## src/rtl/median_filter_seq.sv

```systemverilog
// median_filter_seq: sliding-window median over a valid/ready sample stream.
// Keeps the last DEPTH unsigned samples; once the window is full, every accepted
// sample triggers DEPTH odd-even transposition passes (one per clock) over a
// copy of the window, followed by a one-cycle Out_valid pulse with the median.
// Optional feature macro: MEDIAN_MINMAX_EN adds Out_min / Out_max outputs.
module median_filter_seq #(
  parameter int WIDTH = 4,
  parameter int DEPTH = 3
) (
  input  logic                         Clk,
  input  logic                         Reset_n,
  input  logic                         In_valid,
  input  logic [WIDTH-1:0]             In_data,
  output logic                         In_ready,
  input  logic                         Flush,
  output logic                         Out_valid,
  output logic [WIDTH-1:0]             Out_median,
`ifdef MEDIAN_MINMAX_EN
  output logic [WIDTH-1:0]             Out_min,
  output logic [WIDTH-1:0]             Out_max,
`endif
  output logic [$clog2(DEPTH+1)-1:0]   Fill_count
);

  localparam int CW  = $clog2(DEPTH + 1);
  localparam int PW  = $clog2(DEPTH);
  localparam int MID = (DEPTH - 1) / 2;

  // Reject unsupported geometries at elaboration time.
  generate
    if ((DEPTH < 3) || (DEPTH > 9) || ((DEPTH % 2) == 0)) begin : g_bad_depth
      $error("median_filter_seq: DEPTH must be odd and within 3..9");
    end
    if ((WIDTH < 1) || (WIDTH > 16)) begin : g_bad_width
      $error("median_filter_seq: WIDTH must be within 1..16");
    end
  endgenerate

  typedef enum logic [1:0] {
    IDLE = 2'd0,
    SORT = 2'd1,
    DONE = 2'd2
  } state_t;

  state_t           state_q, state_d;
  logic [CW-1:0]    fill_q, fill_d;
  logic [PW-1:0]    pass_q, pass_d;
  logic [WIDTH-1:0] med_q, med_d;
  logic [WIDTH-1:0] win_q    [DEPTH];
  logic [WIDTH-1:0] win_d    [DEPTH];
  logic [WIDTH-1:0] win_shift[DEPTH];
  logic [WIDTH-1:0] arr_q    [DEPTH];
  logic [WIDTH-1:0] arr_d    [DEPTH];
  logic [WIDTH-1:0] pass_res [DEPTH];
  logic             accept;

`ifdef MEDIAN_MINMAX_EN
  logic [WIDTH-1:0] min_q, min_d;
  logic [WIDTH-1:0] max_q, max_d;
`else
  // Build without min/max tracking: only the median register exists.
`endif

  // Flush wins over a simultaneous sample, and samples are only taken in IDLE.
  assign accept = (state_q == IDLE) && In_valid && !Flush;

  // Shifted window: newest sample at index 0, oldest falls off the top.
  genvar gi;
  generate
    for (gi = 0; gi < DEPTH; gi++) begin : g_shift
      if (gi == 0) begin : g_head
        assign win_shift[gi] = In_data;
      end else begin : g_body
        assign win_shift[gi] = win_q[gi-1];
      end
    end
  endgenerate

  // Window update only on an accepted sample.
  always_comb begin
    win_d = win_q;
    if (accept) begin
      win_d = win_shift;
    end
  end

  // One odd-even transposition pass over arr_q. Even passes pair (0,1),(2,3)...,
  // odd passes pair (1,2),(3,4)...; each element takes the min of its pair when it
  // is the lower index and the max when it is the upper one. Equal values are
  // left where they are, which makes the tie case a no-op.
  generate
    for (gi = 0; gi < DEPTH; gi++) begin : g_cas
      localparam logic PAR = 1'(gi % 2);
      logic [WIDTH-1:0] lo_v;
      logic [WIDTH-1:0] hi_v;
      if (gi + 1 < DEPTH) begin : g_lo
        assign lo_v = (arr_q[gi+1] < arr_q[gi]) ? arr_q[gi+1] : arr_q[gi];
      end else begin : g_no_lo
        assign lo_v = arr_q[gi];
      end
      if (gi > 0) begin : g_hi
        assign hi_v = (arr_q[gi] < arr_q[gi-1]) ? arr_q[gi-1] : arr_q[gi];
      end else begin : g_no_hi
        assign hi_v = arr_q[gi];
      end
      assign pass_res[gi] = (pass_q[0] == PAR) ? lo_v : hi_v;
    end
  endgenerate

  // Next-state logic for the control FSM, fill counter, sort array and results.
  always_comb begin
    state_d = state_q;
    fill_d  = fill_q;
    pass_d  = pass_q;
    med_d   = med_q;
    arr_d   = arr_q;
`ifdef MEDIAN_MINMAX_EN
    min_d   = min_q;
    max_d   = max_q;
`endif
    case (state_q)
      IDLE: begin
        if (Flush) begin
          fill_d = '0;
        end else if (In_valid) begin
          if (fill_q != CW'(DEPTH)) begin
            fill_d = fill_q + 1'b1;
          end
          // This accept completes (or keeps) a full window: start sorting.
          if (fill_q >= CW'(DEPTH - 1)) begin
            arr_d   = win_d;
            pass_d  = '0;
            state_d = SORT;
          end
        end
      end
      SORT: begin
        arr_d  = pass_res;
        pass_d = pass_q + 1'b1;
        if (pass_q == PW'(DEPTH - 1)) begin
          pass_d  = '0;
          med_d   = pass_res[MID];
`ifdef MEDIAN_MINMAX_EN
          min_d   = pass_res[0];
          max_d   = pass_res[DEPTH-1];
`endif
          state_d = DONE;
        end
      end
      DONE: begin
        state_d = IDLE;
      end
      default: begin
        state_d = IDLE;
      end
    endcase
  end

  // State registers with synchronous active-low reset.
  always_ff @(posedge Clk) begin
    if (!Reset_n) begin
      state_q <= IDLE;
      fill_q  <= '0;
      pass_q  <= '0;
      med_q   <= '0;
`ifdef MEDIAN_MINMAX_EN
      min_q   <= '0;
      max_q   <= '0;
`endif
      for (int i = 0; i < DEPTH; i++) begin
        win_q[i] <= '0;
        arr_q[i] <= '0;
      end
    end else begin
      state_q <= state_d;
      fill_q  <= fill_d;
      pass_q  <= pass_d;
      med_q   <= med_d;
`ifdef MEDIAN_MINMAX_EN
      min_q   <= min_d;
      max_q   <= max_d;
`endif
      win_q   <= win_d;
      arr_q   <= arr_d;
    end
  end

  // Outputs come straight from registers or the state decode.
  assign In_ready   = (state_q == IDLE);
  assign Out_valid  = (state_q == DONE);
  assign Out_median = med_q;
  assign Fill_count = fill_q;
`ifdef MEDIAN_MINMAX_EN
  assign Out_min    = min_q;
  assign Out_max    = max_q;
`endif

endmodule

```

## config.mk

```make
export PLATFORM = sky130hd
export DESIGN_NAME = median_filter_seq
export DESIGN_NICKNAME = d
export VERILOG_FILES = /design/src/rtl/median_filter_seq.sv
export SDC_FILE = /design/constraint.sdc
export NUM_CORES = 1
export LEC_CHECK = 0
export ABC_CLOCK_PERIOD_IN_PS = 2000
export BUFFER_PORTS_ARGS = -buffer_cell sky130_fd_sc_hd__buf_4
export CORE_ASPECT_RATIO = 0.5
export CORE_MARGIN = 5
export CORE_UTILIZATION = 30
export DETAILED_ROUTE_END_ITERATION = 12
export GPL_ROUTABILITY_DRIVEN = 0
export RECOVER_POWER = 50
export SETUP_SLACK_MARGIN = 0.2
export SLEW_MARGIN = 20
export SYNTH_ARGS = -nofsm -noshare
export SYNTH_HDL_FRONTEND = slang
export SYNTH_SLANG_ARGS = --single-unit
```

## constraint.sdc

```tcl
create_clock -name Clk -period 2 [get_ports Clk]
set_input_delay 0.2 -clock Clk [delete_from_list [all_inputs] [get_ports Clk]]
set_output_delay 0.2 -clock Clk [all_outputs]
set_load 0.05 [all_outputs]
```

==> summary.md, run 1 <==
| Metric | Value |
|---|---|
| Clock-pin slew on the worst setup and hold paths | 0.05 ns |
| Via count of the first global-routing pass | 1421 |
| Final cell area excluding filler cells | 2230 µm² |
| H-tree depth | 2 |
| Leakage power total | 0.000859 µW |
| Wire length of the first global-routing pass | 6.84 mm |
| Initial antenna violation count | 0 |
| Critical-path top delay cell | sky130_fd_sc_hd__dfxtp_2 |
| Highest cell delay on the worst timing path | 0.34 ns |
| Placed Instance Area | 1970 µm² |
| Worst-case vdd ir drop | 0.299 mV |
| Top cell type by total area after synthesis | sky130_fd_sc_hd__dfxtp_1 |
| Residual DRC | 0 |
| Number of buffers added by the clock tree synthesis step | 5 |
| Clock tree from TritonCTS | built |
| Post-Syn Area per Cell | 9.10 µm² |
| Total design power | 1660 µW |
| Final routed wire length divided by cell count | 14.1 µm |
| Number of synthesis warnings | 0 |
| Layout cell share with drive strength beyond 1 | 20.4% |
| Clk_skew | 0.00307 ns |
| Antenna diode count | 0 |
| Die Ht | 64.5 µm |
| Maximum number of pins on one net before global-route repair | 43 |
| Fraction of the yosys area taken by sequential cells | 38.1% |
| Detailed Route Iter0 Violations | 63 |
| CP Launch Type | flop |
| Nets@finish | 231 |
| Skew-Pair Late Insertion Delay | 0.27 ns |
| Count of different cell masters after synthesis | 39 |
| Port buffer count | 15 |
| Aggregate global-route resource usage | 10.7% |
| Number of instances in the synthesized netlist | 196 |
| Netlist Area Pre-Place | 1780 µm² |
| Count of boundary I/O pins | 16 |
| Worst max-slew margin expressed relative to the limit | 59.5% |
| Fraction of the cycle the final worst path needs | 86.4% |
| 1st-pass router iterations | 4 |
| Count of vias placed by the detailed router | 1420 |
| Post-DRT Antenna Nets | 0 |
| Pwr per Cell Area | 747 nW/µm² |
| Endpoints failing hold | 0 |
| Unrepaired setup endpoints after global routing | false |
| WS Path Type | reg -> reg |
| Clock tree root driver cell | sky130_fd_sc_hd__clkbuf_16 |
| Global route total overflow | 0 |
| Floorplan die width | 119 µm |
| Post-layout util | 39.7% |
| Setup TNS | 0 ns |
| Worst-margin pin slew | 0.611 ns |
| Worst setup EP type | flop |
| Worst Path Max Fanout | 4 |
| Required time at the endpoint of the critical path | 2.21 ns |
| Final hold slack | 0.216 ns |
| Count of fill cells added during filler insertion | 542 |
| Kind of cell adding the most delay to the critical path | compound AO/OA/AOI/OAI gates |
| Data arrival, critical path | 1.94 ns |
| Effective utilization at floorplan | 31.8% |
| Run status | complete, no violations |
| Peak clock frequency supported by timing | 579 MHz |
| Ratio of routed vias to standard cells | 4.91 |
| Flop and latch count out of synthesis | 34 |
| Maximum count of clock buffers along a single path | 2 |
| Count of final setup violators | 0 |
| Core region area | 5610 µm² |
| TritonCTS sink count | 34 |
| Floorplan die area | 7680 µm² |
| Cell Rows | 19 |
| Top-area cell type share of the netlist area | 38.1% |
| Min cycle time layout | 1.73 ns |
| Bufs and invs on worst path | 2 |
| Routed Wire Length | 4.09 mm |
| Post-Syn Nets | 212 |
| Cells taking the most area after synthesis | sky130_fd_sc_hd__dfxtp_1 (38%), sky130_fd_sc_hd__mux2i_1 (12%), sky130_fd_sc_hd__ha_1 (5.6%), sky130_fd_sc_hd__nand2_1 (5.3%), sky130_fd_sc_hd__nor2b_1 (5.3%) |
| Detailed placer's ending HPWL | 2.81 mm |
| Layout-stage area growth over the synthesis result | 24.8% |
| Number of max-slew violations in the final report | 0 |
| Number of max-cap violations | 0 |
| Type of the most critical hold path | in -> reg |
| Number of buffers inserted for hold repair after clock tree synthesis | 0 |
| Cell Chain, Critical Path | inv_1 -> ha_4 -> a21oi_4 -> buf_4 -> and3_1 -> a2111oi_4 -> o221a_1 |
state kept, by name, summed over array words and instances, names as in the netlist:
signal,cells
Fill_count,2
g_cas.lo_v,4
win_q,12
pass_q,2
g_cas.hi_v,4
Out_median,4
state_q,2
arr_q,4
metal layers:
layer | global-route usage, % | vias to the layer above | wire length (µm) | part of all wire (%)
met5 | 0 | - | 0 | 0
met4 | 3.75 | 0 | 36 | 0.88
met3 | 3.30 | 4 | 176 | 4.3
met2 | 16.7 | 19 | 1880 | 46
met1 | 14.2 | 660 | 1990 | 49
li1 | - | 737 | - | -
timing repair:
action                     4_1_cts  5_1_grt
setup endpoints to repair       13       14
pin swaps                        3        6
gates resized for setup          8       16
setup buffers                    1        2
synthesized netlist by cell type:
cell	n
sky130_fd_sc_hd__dfxtp_1	34
sky130_fd_sc_hd__nand2_1	25
sky130_fd_sc_hd__mux2i_1	21
sky130_fd_sc_hd__nor2b_1	15
sky130_fd_sc_hd__a21oi_1	10
sky130_fd_sc_hd__inv_1	9
sky130_fd_sc_hd__ha_1	8
sky130_fd_sc_hd__o211ai_1	7
sky130_fd_sc_hd__o21ai_0	7
sky130_fd_sc_hd__o21ai_1	6
sky130_fd_sc_hd__clkbuf_1	5
sky130_fd_sc_hd__nor2_1	5
sky130_fd_sc_hd__o2111ai_1	4
sky130_fd_sc_hd__and2_1	3
sky130_fd_sc_hd__and2b_1	3
sky130_fd_sc_hd__buf_2	3
sky130_fd_sc_hd__nor3b_1	3
sky130_fd_sc_hd__o21ai_2	3
sky130_fd_sc_hd__o221ai_1	3
sky130_fd_sc_hd__a221oi_1	2
sky130_fd_sc_hd__nand2b_1	2
sky130_fd_sc_hd__a2111oi_0	1
sky130_fd_sc_hd__a211oi_1	1
sky130_fd_sc_hd__a21o_1	1
sky130_fd_sc_hd__and2_0	1
sky130_fd_sc_hd__and3_1	1
sky130_fd_sc_hd__buf_6	1
sky130_fd_sc_hd__clkbuf_4	1
sky130_fd_sc_hd__nand3_1	1
sky130_fd_sc_hd__nand3b_1	1
sky130_fd_sc_hd__nor3_1	1
sky130_fd_sc_hd__nor4b_4	1
sky130_fd_sc_hd__o211a_1	1
sky130_fd_sc_hd__o21a_1	1
sky130_fd_sc_hd__o21ba_2	1
sky130_fd_sc_hd__o21bai_1	1
sky130_fd_sc_hd__o221a_1	1
sky130_fd_sc_hd__o22ai_1	1
sky130_fd_sc_hd__o31ai_4	1
cells by family (layout without fill, tap and decap cells):
kind of cell	after synthesis	in the layout	share of synthesized area, %
AND/OR/NAND/NOR	62	62	18.9
flip-flops	34	34	38.1
AO/OA/AOI/OAI	52	52	20.8
buffers and inverters	19	39	4.84
adder cells (fa/ha/maj)	8	8	5.61
multiplexers	21	21	11.8
layout by cell type, fill, tap and decap left out, drive strengths merged, types with 2 or more instances in the layout:
| cell | n |
|---|---|
| a21oi | 10 |
| a221oi | 2 |
| and2 | 4 |
| and2b | 3 |
| buf | 14 |
| clkbuf | 16 |
| dfxtp | 34 |
| ha | 8 |
| inv | 9 |
| mux2i | 21 |
| nand2 | 25 |
| nand2b | 2 |
| nor2 | 5 |
| nor2b | 15 |
| nor3b | 3 |
| o2111ai | 4 |
| o211ai | 7 |
| o21ai | 16 |
| o221ai | 3 |
worst register-to-register path, stage by stage (launching register included):
cell and delay, ns:
sky130_fd_sc_hd__dfxtp_2 0.34, sky130_fd_sc_hd__inv_1 0.08, sky130_fd_sc_hd__ha_4 0.31, sky130_fd_sc_hd__a21oi_4 0.08
sky130_fd_sc_hd__buf_4 0.15, sky130_fd_sc_hd__and3_1 0.20, sky130_fd_sc_hd__a2111oi_4 0.28, sky130_fd_sc_hd__o221a_1 0.22
through the flow:
stage               instances  worst slack [ns]
detailed placement        278           -0.0372
global placement          278            0.0102
floorplan                 196             0.224
global route              289             0.146
CTS                       287             0.189
finish                    289             0.272
area by class of cell:
class | count | area [µm²] | area share (%)
Multi-Input combinational cell | 143 | 1110 | 50.0
Tap cell | 73 | 91.3 | 4.10
Inverter | 9 | 33.8 | 1.52
Sequential cell | 34 | 687 | 30.8
Clock buffer | 8 | 166 | 7.47
Timing Repair Buffer | 22 | 135 | 6.07
power breakdown:
group / total [µW] / internal [µW] / switching, µW
combinational: 125 / 55.8 / 68.9
clock: 840 / 563 / 276
sequential: 699 / 688 / 10.6
path summary, 6_finish.rpt:
kind / startpoint / end / slack (ns) / depth (start not counted)
max: g_cas[0].hi_v[3] / arr_q[7] / 0.27 / 7
min: In_data[3] / win_q[11] / 0.22 / 3
max reg2reg: g_cas[0].hi_v[3] / arr_q[7] / 0.27 / 7
min reg2reg: g_cas[0].hi_v[3] / g_cas[0].hi_v[3] / 0.47 / 2
Note: power is estimated with default switching activity, not from simulation.
==> run 2, diff against run 1 <==
ABC_CLOCK_PERIOD_IN_PS = 1850   (was 2000)
CORE_UTILIZATION = 58   (was 30)
PLACE_DENSITY = 0.78   (was not set)
clock period = 1.85 ns   (was 2 ns; I/O delays follow)
==> run 2 against run 1 <==
Compared with the run above: sequential share of layout area shrank 1.0 points; die area shrank 43%; clock power shrank 32%; critical endpoint is now g_cas[0].hi_v[0]; final cell count shrank 7.3%; critical path depth shrank 1; sequential power grew 7.4%; wire length grew 31%; via count grew 21%; register-to-register slack lost 0.24 ns; setup slack lost 0.24 ns; non-clock buffer count grew 12; clock skew grew 0.0028 ns.
==> summary.md, run 2 (same netlist as run 1, synthesis figures left out) <==
| Metric | Value |
|---|---|
| Total design power | 1490 µW (-10%) |
| Nets@finish | 243 (+5.2%) |
| Cell Rows | 14 (-5) |
| Aggregate global-route resource usage | 21.1% (+10 points) |
| Number of buffers added by the clock tree synthesis step | 5 (unchanged) |
| Worst Path Max Fanout | 4 (unchanged) |
| Residual DRC | 0 (unchanged) |
| Top library cells by usage in the layout, fill and taps aside | sky130_fd_sc_hd__dfxtp_1 (27), sky130_fd_sc_hd__nand2_1 (24), sky130_fd_sc_hd__buf_4 (23) |
| H-tree depth | 2 (unchanged) |
| Floorplan die area | 4350 µm² (-43%) |
| Clk_skew | 0.00588 ns (+0.00281 ns) |
| Post-DRT Antenna Nets | 0 (unchanged) |
| Layout-stage area growth over the synthesis result | 31.4% |
| Type of the most critical hold path | in -> reg |
| Worst-margin pin slew | 0.617 ns (+0.00658 ns) |
| Core region area | 2980 µm² (-47%) |
| Highest cell delay on the worst timing path | 0.39 ns (+0.05 ns) |
| Sequential cell area | 699 µm² (+1.8%) |
| Clock-pin slew on the worst setup and hold paths | 0.07 ns (+0.02 ns) |
| Antenna diode count | 0 (unchanged) |
| Area of the multi-input gates | 1220 µm² (+9.2%) |
| CP Launch Type | flop |
| Number of max-cap violations | 0 (unchanged) |
| Initial antenna violation count | 0 (unchanged) |
| TritonCTS sink count | 34 (unchanged) |
| Worst-case vdd ir drop | 0.484 mV (+62%) |
| Number of max-slew violations in the final report | 0 (unchanged) |
| Data arrival, critical path | 2.02 ns (+0.08 ns) |
| Maximum count of clock buffers along a single path | 2 (unchanged) |
| Worst max-slew margin expressed relative to the limit | 59.0% (-0.44 points) |
| Peak clock frequency supported by timing | 549 MHz (-5.1%) |
| Most common library cell in the layout ignoring fill and taps | sky130_fd_sc_hd__dfxtp_1 |
| Min cycle time layout | 1.82 ns (+0.0923 ns) |
| 1st-pass router iterations | 5 (+1) |
| Detailed Route Iter0 Violations | 152 (+140%) |
| Worst setup EP type | flop |
| Wire length of the first global-routing pass | 7.04 mm (+2.9%) |
| Critical-path top delay cell | sky130_fd_sc_hd__o31ai_4 |
| Leakage power total | 0.000909 µW (+5.7%) |
| Layout cell share with drive strength beyond 1 | 32.9% (+13 points) |
| Count of final setup violators | 0 (unchanged) |
| Final routed wire length divided by cell count | 20.0 µm (+42%) |
| Fraction of the cycle the final worst path needs | 98.4% (+12 points) |
| Clock tree root driver cell | sky130_fd_sc_hd__clkbuf_8 |
| Global route total overflow | 0 (unchanged) |
| Pwr per Cell Area | 637 nW/µm² (-15%) |
| Skew-Pair Late Insertion Delay | 0.29 ns (+0.02 ns) |
| Worst slack at placement | 0.0131 ns (+0.0503 ns) |
| Ratio of routed vias to standard cells | 6.43 (+31%) |
| Endpoints failing hold | 0 (unchanged) |
| Count of boundary I/O pins | 16 (unchanged) |
| Clock tree from TritonCTS | built |
| Count of fill cells added during filler insertion | 181 (-67%) |
| Number of buffers inserted for hold repair after clock tree synthesis | 0 (unchanged) |
| Routed Wire Length | 5.37 mm (+31%) |
| Detailed placer's ending HPWL | 2.73 mm (-2.9%) |
| Cell Chain, Critical Path | inv_2 -> ha_4 -> a21oi_4 -> o21ai_4 -> o31ai_4 -> mux2i_1 |
| Die Ht | 49.2 µm (-24%) |
| Port buffer count | 15 (unchanged) |
| Effective utilization at floorplan | 59.9% (+28 points) |
| Run status | complete, no violations |
| Unrepaired setup endpoints after global routing | true |
| Count of vias placed by the detailed router | 1724 (+21%) |
| Number of flip-flops in the largest register | 12 (unchanged) |
| Worst Setup Slack, final | 0.0298 ns (-0.242 ns) |
| WS Path Type | reg -> reg |
| Via count of the first global-routing pass | 1490 (+4.9%) |
| Maximum number of pins on one net before global-route repair | 43 (unchanged) |
| Floorplan die width | 88.4 µm (-26%) |
| Required time at the endpoint of the critical path | 2.05 ns (-0.16 ns) |
| Largest register by flop count | win_q |
## run 2: worst max-delay path, delay by kind of cell (launching register included)
kind / cells / cell delay [ns]
buf+inv: 1 / 0.06
flops: 1 / 0.36
mux: 1 / 0.29
fa+ha+maj: 1 / 0.23
compound gates: 3 / 0.77
## run 2: routing by layer
| metal | global-route usage (%) | up-vias | wire (µm) |
|---|---|---|---|
| li1 | - | 759 | - |
| met3 | 6.91 | 30 | 544 |
| met5 | 0 | - | 0 |
| met1 | 25.7 | 816 | 2170 |
| met2 | 36.1 | 119 | 2430 |
| met4 | 4.77 | 0 | 221 |
## run 2: power by group
part / switching (µW) / leakage (µW) / internal, µW
Clock: 274 / 0.0000472 / 299
Combinational: 89.2 / 0.000582 / 79.9
Sequential: 13.3 / 0.000279 / 738
## run 2: final timing paths
kind / to / from / slack (ns) / cells past startpoint
setup / recovery: g_cas[0].hi_v[0] / g_cas[0].hi_v[3] / 0.03 / 6
hold reg to reg: Out_median[0] / Out_median[0] / 0.50 / 2
hold / removal: win_q[8] / In_data[0] / 0.19 / 3
setup reg to reg: g_cas[0].hi_v[0] / g_cas[0].hi_v[3] / 0.03 / 6
## run 2: stage by stage
step	cell area (µm²)	hold slack, ns	setup TNS, ns	instances	utilization [%]
final	2340	0.188	0	268	78.7
after global routing	2340	0.214	-0.0103	268	78.7
after CTS	2210	0.181	0	261	74.2
after detailed placement	1960	0.464	0	247	66.0
after global placement	1960	0.461	0	247	66.0
after floorplan	1800	0.334	0	196	-
## run 2: timing repair
| item | in CTS | in global routing |
|---|---|---|
| buffers inserted | 6 | 7 |
| resized for setup | 23 | 25 |
| setup endpoints to repair | 14 | 15 |
| hold endpoints to repair | 0 | 0 |
| pin swaps | 9 | 17 |
## run 2: layout make-up
class | count | share of cell area [%]
clock inverters | 2 | 0.534
flip-flops and latches | 34 | 29.8
well taps | 40 | 2.13
inverters | 9 | 1.65
multi-input cells | 143 | 51.9
clock buffers | 6 | 3.52
repair buffers | 34 | 10.5
